===== config.mk =====
export PLATFORM = sky130hd
export DESIGN_NAME = keypad_scan_fifo
export DESIGN_NICKNAME = d
export VERILOG_FILES = /design/src/rtl/keypad_scan_fifo.sv
export SDC_FILE = /design/constraint.sdc
export NUM_CORES = 1
export LEC_CHECK = 0
export BUFFER_PORTS_ARGS = -buffer_cell sky130_fd_sc_hd__buf_4
export CAP_MARGIN = 20
export CORE_MARGIN = 2
export CORE_UTILIZATION = 56
export CTS_BUF_LIST = sky130_fd_sc_hd__clkbuf_8
export CTS_CLUSTER_DIAMETER = 120
export CTS_CLUSTER_SIZE = 25
export DETAILED_ROUTE_END_ITERATION = 8
export HOLD_SLACK_MARGIN = 0.12
export PLACE_DENSITY = 0.84
export SLEW_MARGIN = 40
export SYNTH_ARGS = -nofsm -noshare
export SYNTH_HDL_FRONTEND = slang
export SYNTH_SLANG_ARGS = --single-unit

===== constraint.sdc =====
create_clock -name clock -period 2.7 [get_ports clock]
set_clock_uncertainty 0.15 [all_clocks]
set_input_delay 0.135 -clock clock [delete_from_list [all_inputs] [get_ports clock]]
set_output_delay 0.135 -clock clock [all_outputs]
set_load 0.03 [all_outputs]

===== src/rtl/keypad_scan_fifo.sv =====
// keypad_scan_fifo: debounced column-scanning keypad decoder feeding a key-code FIFO.
// Each press is debounced, scanned, verified, and pushed once; the key must be released before the next press.
module keypad_scan_fifo #(
    parameter int ROWS     = 4,
    parameter int COLS     = 4,
    parameter int DEBOUNCE = 16,
    parameter int SETTLE   = 4,
    parameter int DEPTH    = 8,
    parameter int CW       = $clog2(ROWS * COLS)
) (
    input  logic                    clock,
    input  logic                    reset,
    input  logic [ROWS-1:0]         row,
    output logic [COLS-1:0]         col,
    output logic [CW-1:0]           key_code,
    output logic                    key_valid,
    input  logic                    key_ready,
    output logic [$clog2(DEPTH):0]  fifo_count,
    output logic                    multi_key,
    output logic                    overflow,
    input  logic                    clr_ovf
);
    localparam int DW = $clog2(DEBOUNCE + 1);
    localparam int SW = $clog2(SETTLE + 1);
    localparam int IW = $clog2(COLS);
    localparam int AW = $clog2(DEPTH);

    typedef enum logic [1:0] {IDLE, SCAN, VERIFY, HOLD} state_t;

    state_t state, state_nx;
    logic [ROWS-1:0] row_m, row_s, cap, cap_nx;
    logic [DW-1:0] cnt, cnt_nx;
    logic [SW-1:0] scnt, scnt_nx;
    logic [IW-1:0] idx, idx_nx;
    logic [CW-1:0] code, code_nx, hit_code;
    logic sample, deb_done, push;
    logic [CW-1:0] mem [DEPTH];
    logic [AW-1:0] wp, rp;
    logic pop, full, wr;

    always_ff @(posedge clock or negedge reset) begin
        if (!reset) begin
            row_m <= '0;
            row_s <= '0;
            state <= IDLE;
            cnt   <= '0;
            scnt  <= '0;
            idx   <= '0;
            code  <= '0;
            cap   <= '0;
        end else begin
            row_m <= row;
            row_s <= row_m;
            state <= state_nx;
            cnt   <= cnt_nx;
            scnt  <= scnt_nx;
            idx   <= idx_nx;
            code  <= code_nx;
            cap   <= cap_nx;
        end
    end

    assign sample   = state == SCAN && scnt == SW'(SETTLE - 1);
    assign deb_done = cnt == DW'(DEBOUNCE - 1);

    always_comb begin
        hit_code = '0;
        for (int r = 0; r < ROWS; r++)
            if (row_s[r]) hit_code = CW'(r * COLS + int'(idx));
    end

    always_comb begin
        state_nx = state;
        cnt_nx   = cnt;
        scnt_nx  = scnt;
        idx_nx   = idx;
        code_nx  = code;
        cap_nx   = cap;
        push     = 1'b0;
        case (state)
            IDLE: begin
                cnt_nx = |row_s ? cnt + DW'(1) : '0;
                if (|row_s && deb_done) begin
                    state_nx = SCAN;
                    cnt_nx   = '0;
                    idx_nx   = '0;
                    scnt_nx  = '0;
                end
            end
            SCAN: begin
                if (!sample) begin
                    scnt_nx = scnt + SW'(1);
                end else if ($countones(row_s) == 1) begin
                    state_nx = VERIFY;
                    code_nx  = hit_code;
                    cap_nx   = row_s;
                    cnt_nx   = '0;
                end else if (|row_s) begin
                    state_nx = HOLD;
                    cnt_nx   = '0;
                end else if (idx == IW'(COLS - 1)) begin
                    state_nx = IDLE;
                    cnt_nx   = '0;
                end else begin
                    idx_nx  = idx + IW'(1);
                    scnt_nx = '0;
                end
            end
            VERIFY: begin
                cnt_nx = cnt + DW'(1);
                if (row_s != cap) begin
                    state_nx = IDLE;
                    cnt_nx   = '0;
                end else if (deb_done) begin
                    push     = 1'b1;
                    state_nx = HOLD;
                    cnt_nx   = '0;
                end
            end
            default: begin
                cnt_nx = |row_s ? '0 : cnt + DW'(1);
                if (!(|row_s) && deb_done) begin
                    state_nx = IDLE;
                    cnt_nx   = '0;
                end
            end
        endcase
    end

    always_comb begin
        col       = (state == SCAN || state == VERIFY) ? COLS'(1) << idx : '1;
        multi_key = sample && $countones(row_s) > 1;
    end

    // A full FIFO still accepts a push when the head leaves in the same cycle.
    assign key_valid = fifo_count != '0;
    assign key_code  = key_valid ? mem[rp] : '0;
    assign pop       = key_valid && key_ready;
    assign full      = fifo_count == (AW + 1)'(DEPTH);
    assign wr        = push && (!full || pop);

    always_ff @(posedge clock or negedge reset) begin
        if (!reset) begin
            wp         <= '0;
            rp         <= '0;
            fifo_count <= '0;
            overflow   <= 1'b0;
        end else begin
            wp         <= wp + AW'(wr);
            rp         <= rp + AW'(pop);
            fifo_count <= fifo_count + (AW + 1)'(wr) - (AW + 1)'(pop);
            overflow   <= (push && full && !pop) || (overflow && !clr_ovf);
        end
    end

    always_ff @(posedge clock) begin
        if (wr) mem[wp] <= code;
    end
endmodule


; Word level (Yosys, flattened, before mapping)
; Memory sizes are Yosys's and may differ from the RTL's.
; Index checks and enable logic that the tools add are counted.
[word_totals]
reg_bits = 39
in_bits = 8
word_cells = 115
ramBits = 32
output_inout_bits = 15
memories = 1
[classes]
n_shift = 1
muxes = 43
n_addsub = 13
eq_ne = 18
n_reduce_logical = 26
magnitude_cmp = 1
[mem_list]
columns = memory, words, width, read_ports, rd_ports_with_merged_regs, wr, line_no
row1 = mem, 8, 4, 1, 0, 1, 37  ; logic [CW-1:0] mem [DEPTH];
[op_table]
columns = cell, n
row1 = 5-bit two-way mux, 10
row2 = 32-bit by 2-bit equality test with 1-bit output (second input constant), 1
row3 = 2-bit two-way mux, 14
row4 = 4-bit two-way mux, 5
row5 = 3-bit two-way mux, 5
row6 = 5-bit case mux with 3 select lines, 1
row7 = 3-bit != test (second input constant), 4
row8 = 2-bit != test (second input constant), 5
row9 = 5-bit AND reduction, 2
row10 = 1-bit logical AND, 9
row11 = 4-bit by 2-bit adder with 4-bit output (first input constant), 2
row12 = 4-bit nonzero test, 2
row13 = 3-bit by 1-bit adder with 3-bit output, 2
row14 = 2-bit case mux with 3 select lines, 1
row15 = 3-bit case mux with 2 select lines, 1
row16 = 6-bit AND reduction, 1
row17 = 5-bit by 1-bit adder with 5-bit output (second input constant), 1
row18 = 5-bit by 4-bit equality test with 1-bit output (second input constant), 1
row19 = 1-bit two-way mux, 5
row20 = 1-bit by 1-bit adder with 2-bit output, 2
row21 = 3-bit by 2-bit adder with 4-bit output (first input constant), 1
row22 = 4-bit by 1-bit adder with 4-bit output, 1
row23 = 2-bit equality test (second input constant), 2
row24 = 4-bit equality test (second input constant), 1
row25 = 18 further kinds, 23

; Logic depth before layout (Yosys ltp)
; Gate-level depths: netlist of the first run.
[logic_depth]
depth_word = 7
mapped_depth = 14
ltp_nobuf = 13

; Worst setup path after synthesis of the first run
; Ideal clock, no wire load.
[synth_timing]
kind = register to register
start = register row_s[0]
end = register state[0]
path_buffers = 1
stages_incl_launch_ff = 12
t_arrival_ns = 2.699
slack_ns = -0.270
setup_time_ns = 0.121
required_ns = 2.429
period_less_slack_ns = 2.970
cell_sequence = dfrtp_1 inv_1 fa_1 inv_1 ha_1 inv_1 ha_1 or3b_4 a32o_1 buf_6 a211o_1 a22o_1
[synth_between]
elab_chain_cells = 6
word_cells_on_any_way = 18
cone_classes = 2 x add/sub / 5 x eq/ne / 5 x mux / 6 x reduce/logical
[synth_rtl]
columns = item, line_no
row1 = start: declaration, 31  ; logic [ROWS-1:0] row_m, row_s, cap, cap_nx;
row2 = start signal: assignment, 53  ; row_s <= row_m;
row3 = 1-bit by 1-bit adder with 2-bit output (not written as such), 93  ; end else if ($countones(row_s) == 1) begin
row4 = 2-bit by 2-bit adder with 3-bit output (not written as such), 93
row5 = 32-bit by 2-bit equality test with 1-bit output, 93
row6 = 2-bit two-way mux, 93
row7 = 2-bit two-way mux, 91  ; if (!sample) begin
row8 = 2-bit case mux with 3 select lines, 80  ; case (state)
row9 = end signal: assignment, 54  ; state <= state_nx;
row10 = end: declaration, 30  ; state_t state, state_nx;
; Several ways; a longest one is shown, not always the timed one. The select of a mux whose other input is x is not followed.
; A chain may end at the register's enable or synchronous reset.

; Worst setup path after layout of the first run
; Ends and elaborated chain as after synthesis.

==> results of run 1 <==
layout by cell type, fill, tap and decap left out, types with 3 or more instances in the layout:
cell type,n
ha_2,3
clkinv_2,3
nor2_1,11
o22ai_1,3
buf_4,39
nand2b_1,9
a31oi_1,4
xnor2_1,6
xor2_1,3
a22o_1,3
edfxtp_1,32
o21ai_0,4
ha_1,21
o21ai_1,9
nor3_1,6
a21oi_1,9
mux4_2,8
nand3_1,6
dlygate4sd3_1,8
dfrtp_1,38
mux2i_1,4
clkbuf_8,9
inv_2,7
nand2_1,22
inv_1,21
stage by stage:
| stage | cell area [sq um] | hold WS [ps] | total power [mW] | setup TNS [ps] |
|---|---|---|---|---|
| global route | 4100 | 209 | 4.03 | -2510 |
| finish | 4100 | 165 | 3.79 | -758 |
| floorplan | 3430 | -311 | 2.52 | -833 |
| global placement | 3740 | -10.8 | 2.87 | -380 |
| detailed placement | 3740 | -15.5 | 2.92 | -1320 |
| CTS | 4040 | 160 | 3.75 | -1270 |
layer usage:
metal	share of wire [%]	vias to the layer above	track usage, %
met4	1.3	0	7.67
met5	0	-	0
met2	54	35	38.2
li1	-	1055	-
met1	41	1065	24.8
met3	3.1	7	5.93
power groups by stage:
stage	clock (mW)	sequential (mW)	combinational, mW
3_5_place_dp	0	1.51	1.40
4_1_cts	0.818	1.50	1.44
5_1_grt	0.867	1.53	1.63
2_1_floorplan	0	1.47	1.05
3_3_place_gp	0	1.50	1.37
6_report	0.809	1.50	1.48
sequential cells by signal, summed over array words and instances, names as in the netlist:
| signal | flops |
|---|---|
| cap | 4 |
| mem | 32 |
| overflow | 1 |
| wp | 3 |
| rp | 3 |
| row_m | 4 |
| code | 4 |
| fifo_count | 4 |
| row_s | 4 |
| scnt | 3 |
| cnt | 5 |
| state | 2 |
| idx | 2 |
cells in the mapped netlist (2+ instances only):
| cell type | instances |
|---|---|
| and2_1 | 3 |
| nand3_1 | 8 |
| mux2_2 | 2 |
| xnor2_1 | 6 |
| mux4_2 | 8 |
| buf_2 | 5 |
| a31oi_1 | 4 |
| inv_1 | 27 |
| xor2_1 | 3 |
| ha_1 | 26 |
| nor2_1 | 12 |
| nor3_1 | 6 |
| nor4_1 | 2 |
| fa_1 | 2 |
| o22ai_1 | 3 |
| nor2b_1 | 2 |
| nand2b_1 | 9 |
| nand2_1 | 22 |
| edfxtp_1 | 32 |
| clkbuf_1 | 4 |
| o21ai_0 | 14 |
| mux2i_1 | 4 |
| a21oi_1 | 10 |
| dfrtp_1 | 39 |
| a22o_1 | 3 |
worst reg2reg max path: cells and delay by family, from the launching register on:
family | cells | cell delay [ps]
AOI/OAI and AO/OA | 3 | 770
buffers and inverters | 3 | 190
DFF | 1 | 380
and+or+nand+nor | 1 | 370
adders and majority gates | 3 | 890
final cells by class:
type	instances	area (sq um)	area share, %
Multi-Input combinational cell	165	1380	33.6
Sequential cell	71	1940	47.3
Timing Repair Buffer	49	395	9.65
Clock inverter	7	66.3	1.62
Tap cell	75	93.8	2.29
Inverter	27	101	2.47
Clock buffer	9	124	3.02
final timing paths:
| kind | cells after the start | endpoint | from | slack [ps] |
|---|---|---|---|---|
| setup / recovery | 10 | state[0] | row_s[0] | -160 |
| hold reg to reg | 0 | row_s[3] | row_m[3] | 200 |
| setup reg to reg | 10 | state[0] | row_s[0] | -160 |
| hold / removal | 2 | row_m[2] | reset | 170 |
| max in group asynchronous | 2 | cnt[0] | reset | 1860 |
| min in group clock | 0 | row_s[3] | row_m[3] | 200 |
timing repair:
| action | in CTS | in global routing |
|---|---|---|
| endpoints found under the setup margin | 17 | 23 |
| gates cloned | 0 | 0 |
| hold buffers | 8 | 0 |
| gates resized for setup | 7 | 20 |
| endpoints found under the hold margin | 45 | 0 |
| pin swaps | 4 | 10 |
| buffers inserted | 1 | 2 |
cells by family (layout without fill, tap and decap cells):
logic type | Yosys count | in the layout
buffers and inverters | 37 | 92
muxes | 14 | 14
and+or+nand+nor | 73 | 73
DFF | 71 | 71
adders and majority gates | 28 | 28
AOI/OAI and AO/OA | 41 | 41
xor gates and xnor gates | 9 | 9
==> key figures, run 1 <==
Layout
  – Synth-to-Final Area Change: 20.6%
  – N_diodes: 0
  – Final nets: between 300 and 400
  – Post-route insts no fill: 403
  – Fillers: 413
  – Fin util: 69.6%
  – Layout cell share with drive strength beyond 1: around 28%

Power
  – Seq pwr share: between 30 and 40%
  – Clk pwr share: a little over a fifth
  – Switching power: approximately 1.4 mW
  – PwrDens: between 900 and 1000 nW/um^2
  – Combinational Power Share: roughly two fifths
  – Sw Share: a little under two fifths
  – Leak Pwr: 1.78 nW
  – Peak supply drop: approximately 770 uV
  – Cell Int Power: ~2.4 mW

Global routing
  – Largest net degree at the start of global routing: 40
  – Global route overflow: 0
  – Initial antenna violation count: 0
  – Global-route wire length before repair: just over 10 mm
  – Vias in the first global route: around 2200
  – Gr usage total: 21.5%

Logic synthesis
  – Fraction of the mapped netlist area in adder cells: approximately 11%
  – Post-Synth Simple-Gate Area: 10.8%
  – Number of synthesized flops with an enable pin: 32
  – Sequential fraction of the synthesis area: between 50 and 60%
  – Yosys reg bits: between 70 and 80
  – Fraction of registers with async set/reset: a little over half
  – Post-synthesis cell count: between 200 and 300
  – Net count after synthesis: just over 300
  – Synthesized area: roughly 3400 sq um
  – Xor/xnor share of the synthesized area: about 2.3%
  – Mux share of post-synthesis cell area: 7.15%
  – Dominant cells by area after synthesis: dfrtp_1, edfxtp_1, ha_1
  – Ys Warns: 0
  – Synth Flop Type: dfrtp_1
  – Post-synth top area share: 28.7%
  – Largest family of logic cells by synthesized area: simple AND/OR/NAND/NOR gates
  – Cell taking the most area after synthesis: dfrtp_1
  – Post-synthesis compound-gate area fraction: roughly 7.4%
  – Avg Cell Area, Syn: 12.4 sq um
  – Synth cell types: 42

STA
  – Final min period: approximately 2900 ps
  – Final period util: 106%
  – Final Max Slew Viols: 0
  – Fmax: between 0.3 and 0.4 GHz
  – RSZ-0062 raised after global routing: true
  – Relative slew slack: a little under three fifths
  – Fin. Hold Viols: 0
  – Worst setup margin: -160 ps
  – Endpoints failing setup: 9
  – Worst Tran Pin Value: 631 ps

Critical path
  – WP buf/inv: 3
  – Top delay family on crit path: adder cells
  – Class of the most critical setup path: reg -> reg
  – Crit start category: register
  – CP Max Fanout: 4
  – Crit path cell chain: inv_2 > fa_1 > inv_1 > ha_2 > inv_2 > ha_4 > or3b_4 > a32o_2 > a211o_1 > a22o_1
  – Crit end category: register
  – Slowest Stage Delay on Critical Path: between 500 and 600 ps
  – CP max-delay cell: fa_1
  – Arrival time worst endpoint: roughly 2900 ps
  – Critical Path Most Common Cell: inv_2
  – CP required: approximately 2800 ps

Routing
  – Final ANT Viol Nets: 0
  – Routed length per placed instance: between 15 and 20 um
  – Vias per cell: about 5.4
  – 1st-pass router iterations: 4
  – DR DRC count: 0
  – Vias: about 2200
  – Initial DRC count: 116
  – Total Wirelength: between 6 and 7 mm

CTS
  – CTS tree: built
  – Total CTS buffers: 9
  – Reg clk slew, reported paths: ~70 ps
  – CTS max path bufs: 2
  – Later-pin clock latency in the skew report: 340 ps
  – CTS root buffer: clkbuf_8
  – TritonCTS Sinks: 71
  – Total number of H-tree levels: 3

Placement
  – Post-DP HPWL: 4.34 mm
  – Placed cells: about 380
  – GPL Wtd Cong: 0.816
  – # port buffers: 22
  – Worst slack, placed: -146 ps

Run status
  – Outcome: finished with violations
  – Failing checks: setup timing

Floorplan
  – # rows: 28
  – Chip width: 81.9 um
  – Num ports: 23
  – Die H: a little over 80 um
  – Die ar.: about 6700 sq um
  – Core area: ~5900 sq um
  – Initial core utilization: between 50% and 60%

Worst hold path
  – Worst hold-check path type: in -> async

Run
  – Max Cap Viol: 0
Note: power is estimated with default switching activity, not from simulation.
==> inputs of run 2 (changes only) <==
==> constraint.sdc (replaced) <==
create_clock -name clock -period 2.7 [get_ports clock]
set_clock_uncertainty 0.15 [all_clocks]
set_input_delay 0.27 -clock clock [delete_from_list [all_inputs] [get_ports clock]]
set_output_delay 0.27 -clock clock [all_outputs]
set_load 0.03 [all_outputs]
==> run 2 against run 1 <==
  * The flow still finishes with violations (setup timing)
  * Clock power fell by 0.5%
  * Global-route usage is 0.12 points lower
  * Power up 2.4%
  * Sequential share of layout area is 0.50 points lower
  * Critical path depth stayed put
  * First-iteration DRC count rose by 11%
  * Clock-buffer cell count is the same
  * Setup slack got worse by 120 ps
  * Hold slack improved by 32 ps
  * Via count up 0.51%
  * Critical path type is now reg -> out
==> key figures, run 2 (same netlist as run 1, synthesis figures left out) <==
Global routing
  – Initial antenna violation count: 0 (unchanged)
  – Global-route wire length before repair: 10.3 mm (-0.60%)
  – Gr usage total: 21.3% (-0.12 points)
  – Vias in the first global route: 2184 (-0.091%)
  – Global route overflow: 0 (unchanged)
  – Largest net degree at the start of global routing: 40 (unchanged)

Critical path
  – CP required: 2280 ps (-500 ps)
  – CP Max Fanout: 4 (unchanged)
  – Arrival time worst endpoint: 2560 ps (-380 ps)
  – Crit start category: register
  – Class of the most critical setup path: reg -> out
  – Crit end category: output port

Placement
  – Worst slack, placed: -146 ps (unchanged)
  – # port buffers: 22 (unchanged)
  – GPL Wtd Cong: 0.816 (unchanged)
  – Post-DP HPWL: 4.34 mm (unchanged)

Power
  – Clk pwr share: 20.7% (-0.6 points)
  – Total power: 3.88 mW (+2.4%)
  – PwrDens: 938 nW/um^2 (+1.4%)
  – Sw Share: 37.1% (+0.22 points)
  – Peak supply drop: 740 uV (-3.3%)
  – Switching power: 1.44 mW (+3.0%)
  – Seq pwr share: 38.7% (-0.9 points)
  – Leak Pwr: 1.80 nW (+1.1%)
  – Cell Int Power: 2.44 mW (+2.1%)
  – Combinational Power Share: 40.6% (+1.5 points)

Routing
  – Initial DRC count: 129 (+11%)
  – Total Wirelength: 6.40 mm (+0.17%)
  – Vias per cell: 5.41 (+0.76%)
  – Final ANT Viol Nets: 0 (unchanged)
  – Vias: 2173 (+0.51%)
  – DR DRC count: 0 (unchanged)
  – 1st-pass router iterations: 4 (unchanged)
  – Routed length per placed instance: 15.9 um (+0.42%)

STA
  – Worst Tran Pin Value: 924 ps (+293 ps)
  – Relative slew slack: 37.7% (-20 points)
  – Hold Slack: 197 ps (+32.2 ps)
  – RSZ-0062 raised after global routing: true
  – Final period util: 111% (+4.6 points)
  – Final Max Slew Viols: 0 (unchanged)
  – Fmax: 0.335 GHz (-4.2%)
  – Worst setup margin: -285 ps (-125 ps)
  – Final min period: 2980 ps (+125 ps)
  – Fin. Hold Viols: 0 (unchanged)
  – Endpoints failing setup: 17 (+8)

Layout
  – Most frequent cells in the layout: dfrtp_1, buf_4, edfxtp_1
  – Synth-to-Final Area Change: 21.9%
  – Final nets: 358 (-0.28%)
  – Largest register by flop count: mem
  – Fin util: 70.3% (+0.74 points)
  – N_diodes: 0 (unchanged)
  – Regs by FF count: mem x32, cnt x5
  – Max reg flops: 32 (unchanged)
  – Fillers: 402 (-2.7%)
  – Layout cell share with drive strength beyond 1: 29.4% (+1.0 points)

Floorplan
  – Chip width: 81.9 um (unchanged)
  – Die H: 81.9 um (unchanged)
  – Initial core utilization: 57.7% (unchanged)
  – # rows: 28 (unchanged)
  – Num ports: 23 (unchanged)
  – Die ar.: 6700 sq um (unchanged)
  – Core area: 5890 sq um (unchanged)

CTS
  – Later-pin clock latency in the skew report: 340 ps (about the same)
  – CTS tree: built
  – Total number of H-tree levels: 3 (unchanged)
  – Total CTS buffers: 9 (unchanged)
  – CTS max path bufs: 2 (unchanged)
  – TritonCTS Sinks: 71 (unchanged)
  – Reg clk slew, reported paths: 70 ps (about the same)
  – CTS root buffer: clkbuf_8

Run
  – Max Cap Viol: 0 (unchanged)

Run status
  – Failing checks: setup timing
  – Outcome: finished with violations

Worst hold path
  – Worst hold-check path type: in -> reg
[run 2: changes by cell type in the layout (fill, tap and decap cells not counted), moves of 2 or more]
cell,delta
o21ai_1,-3
o21ai_0,+3
buf_6,+2
dlygate4sd3_1,-2
inv_2,-2
[run 2: worst paths after layout]
kind	from	to	slack, ps	cells after the start
setup / recovery	row_s[0]	multi_key	-280	10
hold / removal	key_ready	overflow	200	4
setup reg to reg	row_s[0]	state[1]	-180	10
hold reg to reg	row_m[3]	row_s[3]	200	0
max in group asynchronous	reset	cnt[0]	1720	2
min in group asynchronous	reset	row_m[2]	300	2
[run 2: power groups by stage]
stage / clock network (mW) / logic, mW / registers, mW
after detailed placement: 0 / 1.40 / 1.51
after global routing: 0.866 / 1.72 / 1.53
after floorplan: 0 / 1.05 / 1.47
after CTS: 0.818 / 1.45 / 1.50
after global placement: 0 / 1.37 / 1.50
final: 0.805 / 1.57 / 1.50
[run 2: critical path, stage by stage (launching register included)]
cell     delay, ps
dfrtp_1        380
inv_2           60
fa_1           530
inv_1           50
ha_2           170
inv_2           80
ha_4           190
or3b_4         370
buf_6          130
and2_4         130
buf_6          130
[run 2: final cells by class]
class	count	area [sq um]	share of cell area, %
flip-flops and latches	71	1940	46.8
multi-input cells	165	1420	34.4
repair buffers	48	390	9.43
clock buffers	9	124	2.99
inverters	27	104	2.51
well taps	75	93.8	2.27
clock inverters	7	66.3	1.60
[run 2: what timing repair did]
item	in CTS	in global routing
hold buffers	6	0
endpoints found under the hold margin	44	0
setup endpoints to repair	17	23
setup buffers	1	3
gates resized for setup	10	22
pin swaps	5	7
[run 2: through the flow]
step / setup TNS [ps] / cell area (sq um) / instances
after floorplan: -833 / 3430 / 273
after global placement: -380 / 3740 / 376
after detailed placement: -1320 / 3740 / 376
after CTS: -1380 / 4030 / 399
after global routing: -4190 / 4140 / 402
final: -2110 / 4140 / 402
[run 2: per-layer routing]
metal  track usage [%]  up-vias  part of all wire [%]
li1                  -     1055                     -
met1              24.2     1070                    40
met2              38.4       38                    55
met3              5.93       10                   3.6
met4              7.67        0                   1.6
met5                 0        -                     0
==> inputs of run 3 (changes only) <==
==> constraint.sdc (replaced) <==
create_clock -name clock -period 2.5 [get_ports clock]
set_clock_uncertainty 0.15 [all_clocks]
set_input_delay 0.25 -clock clock [delete_from_list [all_inputs] [get_ports clock]]
set_output_delay 0.25 -clock clock [all_outputs]
set_load 0.03 [all_outputs]
==> run 3 against run 2 <==
  * The run still ends with setup timing left
  * Design area grew 3.5%
  * Setup slack worse by 160 ps
  * Wire length up 4.1%
  * Global-route usage increased by 0.56 points
  * Highest routed layer unchanged
==> key figures, run 3 (same netlist as run 1, synthesis figures left out) <==
Run status
  – Outcome: finished with violations
  – Failing checks: setup timing

Global routing
  – Initial antenna violation count: 0 (unchanged)
  – Largest net degree at the start of global routing: 40 (unchanged)
  – Global route overflow: 0 (unchanged)
  – Vias in the first global route: 2272 (+4.0%)
  – Gr usage total: 21.9% (+0.56 points)
  – Global-route wire length before repair: 10.7 mm (+4.2%)

Routing
  – 1st-pass router iterations: 5 (+1)
  – Vias: 2251 (+3.6%)
  – DR DRC count: 0 (unchanged)
  – Routed length per placed instance: 16.4 um (+3.1%)
  – Total Wirelength: 6.66 mm (+4.1%)
  – Final ANT Viol Nets: 0 (unchanged)
  – Initial DRC count: 154 (+19%)
  – Vias per cell: 5.54 (+2.6%)

STA
  – RSZ-0062 raised after global routing: true
  – Endpoints failing setup: 20 (+3)
  – Final period util: 118%
  – Final Max Slew Viols: 0 (unchanged)
  – Relative slew slack: 34.3% (-3.5 points)
  – Fmax: around 0.34 GHz
  – Final min period: slightly below 3000 ps
  – Worst Tran Pin Value: 975 ps (+51.3 ps)
  – Fin. Hold Viols: 0 (unchanged)
  – Worst setup margin: -450 ps (-165 ps)

Placement
  – # port buffers: 22 (unchanged)
  – Post-DP HPWL: 4.38 mm (+0.82%)
  – GPL Wtd Cong: 0.778 (-4.6%)

Layout
  – Most frequent cells in the layout: buf_4, dfrtp_1, edfxtp_1
  – Largest register by flop count: mem
  – Synth-to-Final Area Change: 26.1%
  – Layout cell share with drive strength beyond 1: 35.3% (+6.0 points)
  – Regs by FF count: mem x32, cnt x5
  – Register Area: 1940 sq um (+0.26%)
  – Fin util: 72.8% (+2.4 points)
  – Multi-input logic area: 1500 sq um (+5.5%)
  – Max reg flops: 32 (unchanged)
  – Final nets: 362 (+1.1%)
  – N_diodes: 0 (unchanged)
  – Fillers: 374 (-7.0%)
  – Commonest non-fill, non-tap cell in the layout: buf_4

Floorplan
  – Num ports: 23 (unchanged)
  – Die H: 81.9 um (unchanged)
  – Chip width: 81.9 um (unchanged)
  – # rows: 28 (unchanged)
  – Die ar.: 6700 sq um (unchanged)
  – Core area: 5890 sq um (unchanged)
  – Initial core utilization: 57.7% (unchanged)

CTS
  – CTS tree: built
  – CTS root buffer: clkbuf_8
  – Total number of H-tree levels: 3 (unchanged)
  – Reg clk slew, reported paths: 80 ps (about the same)
  – CTS max path bufs: 2 (unchanged)
  – TritonCTS Sinks: 71 (unchanged)
  – Later-pin clock latency in the skew report: 350 ps (about the same)
  – Total CTS buffers: 9 (unchanged)

Power
  – Peak supply drop: 740 uV (about the same)
  – Combinational Power Share: 40.9% (+0.3 points)
  – Cell Int Power: 2.84 mW (+16%)
  – Sw Share: 36.5% (-0.54 points)
  – Switching power: 1.63 mW (+14%)
  – Total power: 4.47 mW (+15%)
  – Seq pwr share: 36.3% (-2.4 points)
  – Leak Pwr: 1.85 nW (+2.6%)
  – PwrDens: 1040 nW/um^2 (+11%)
  – Clk pwr share: 22.8% (+2.1 points)

Critical path
  – Crit start category: register
  – CP Max Fanout: 2 (-2)
  – CP required: 2100 ps (-180 ps)
  – Class of the most critical setup path: reg -> out
  – Crit end category: output port
  – Arrival time worst endpoint: 2550 ps (about the same)

Worst hold path
  – Worst hold-check path type: in -> reg

Run
  – Max Cap Viol: 0 (unchanged)
-- run 3: changes by cell type in the layout (fill, tap and decap cells not counted), sizes merged --
cell,delta
clkinv,-3
bufinv,+1
clkinvlp,+1
clkbuf,+1
buf,+4
-- run 3: area by class of cell --
type	count	share of cell area, %
inverters	27	2.37
clock inverters	6	1.99
multi-input cells	165	35.1
well taps	75	2.19
repair buffers	52	9.82
clock buffers	10	3.21
flip-flops and latches	71	45.4
-- run 3: power groups by stage --
stage | clock (mW) | combinational, mW | sequential [mW]
after floorplan | 0 | 1.15 | 1.59
after global placement | 0 | 1.51 | 1.62
after detailed placement | 0 | 1.57 | 1.63
after CTS | 1.02 | 1.64 | 1.61
after global routing | 1.07 | 1.99 | 1.66
final | 1.02 | 1.83 | 1.62
-- run 3: metrics by stage --
step                      setup TNS [ps]  hold WS (ps)  cells  area (sq um)  setup slack (ps)
final                              -5400           141    406          4280              -450
after global placement             -3780           101    379          3790              -253
after floorplan                    -4030          -196    273          3460              -386
after global routing               -7550           139    406          4280              -524
after detailed placement           -4880           107    379          3790              -307
after CTS                          -6080           175    402          4120              -439
-- run 3: worst max-delay path, stage by stage (launching register included) --
cell     delay, ps
dfrtp_1        360
inv_2           50
fa_1           530
inv_1           50
ha_2           170
inv_2           70
ha_4           190
or3b_4         390
buf_6          130
and2_4         130
buf_6          130
-- run 3: path summary, 6_finish.rpt --
| kind | start | end | slack (ps) | depth (start not counted) |
|---|---|---|---|---|
| hold reg to reg | row_m[2] | row_s[2] | 200 | 0 |
| setup reg to reg | row_s[0] | state[0] | -340 | 10 |
| min in group asynchronous | reset | code[1] | 270 | 2 |
| hold / removal | key_ready | rp[0] | 140 | 3 |
| setup / recovery | row_s[0] | multi_key | -450 | 10 |
| max in group asynchronous | reset | fifo_count[2] | 1560 | 2 |
-- run 3: repair_timing --
item                       in CTS  in global routing
buffers inserted                1                  5
pin swaps                       4                 13
hold buffers                    6                  0
hold endpoints to repair       44                  0
resized for setup              12                 30
setup endpoints to repair      21                 27
-- run 3: layer usage --
metal	track usage, %	share of wire [%]
met4	11.7	2.2
met2	37.5	53
met1	26.5	42
met5	0	0
met3	3.63	3.2
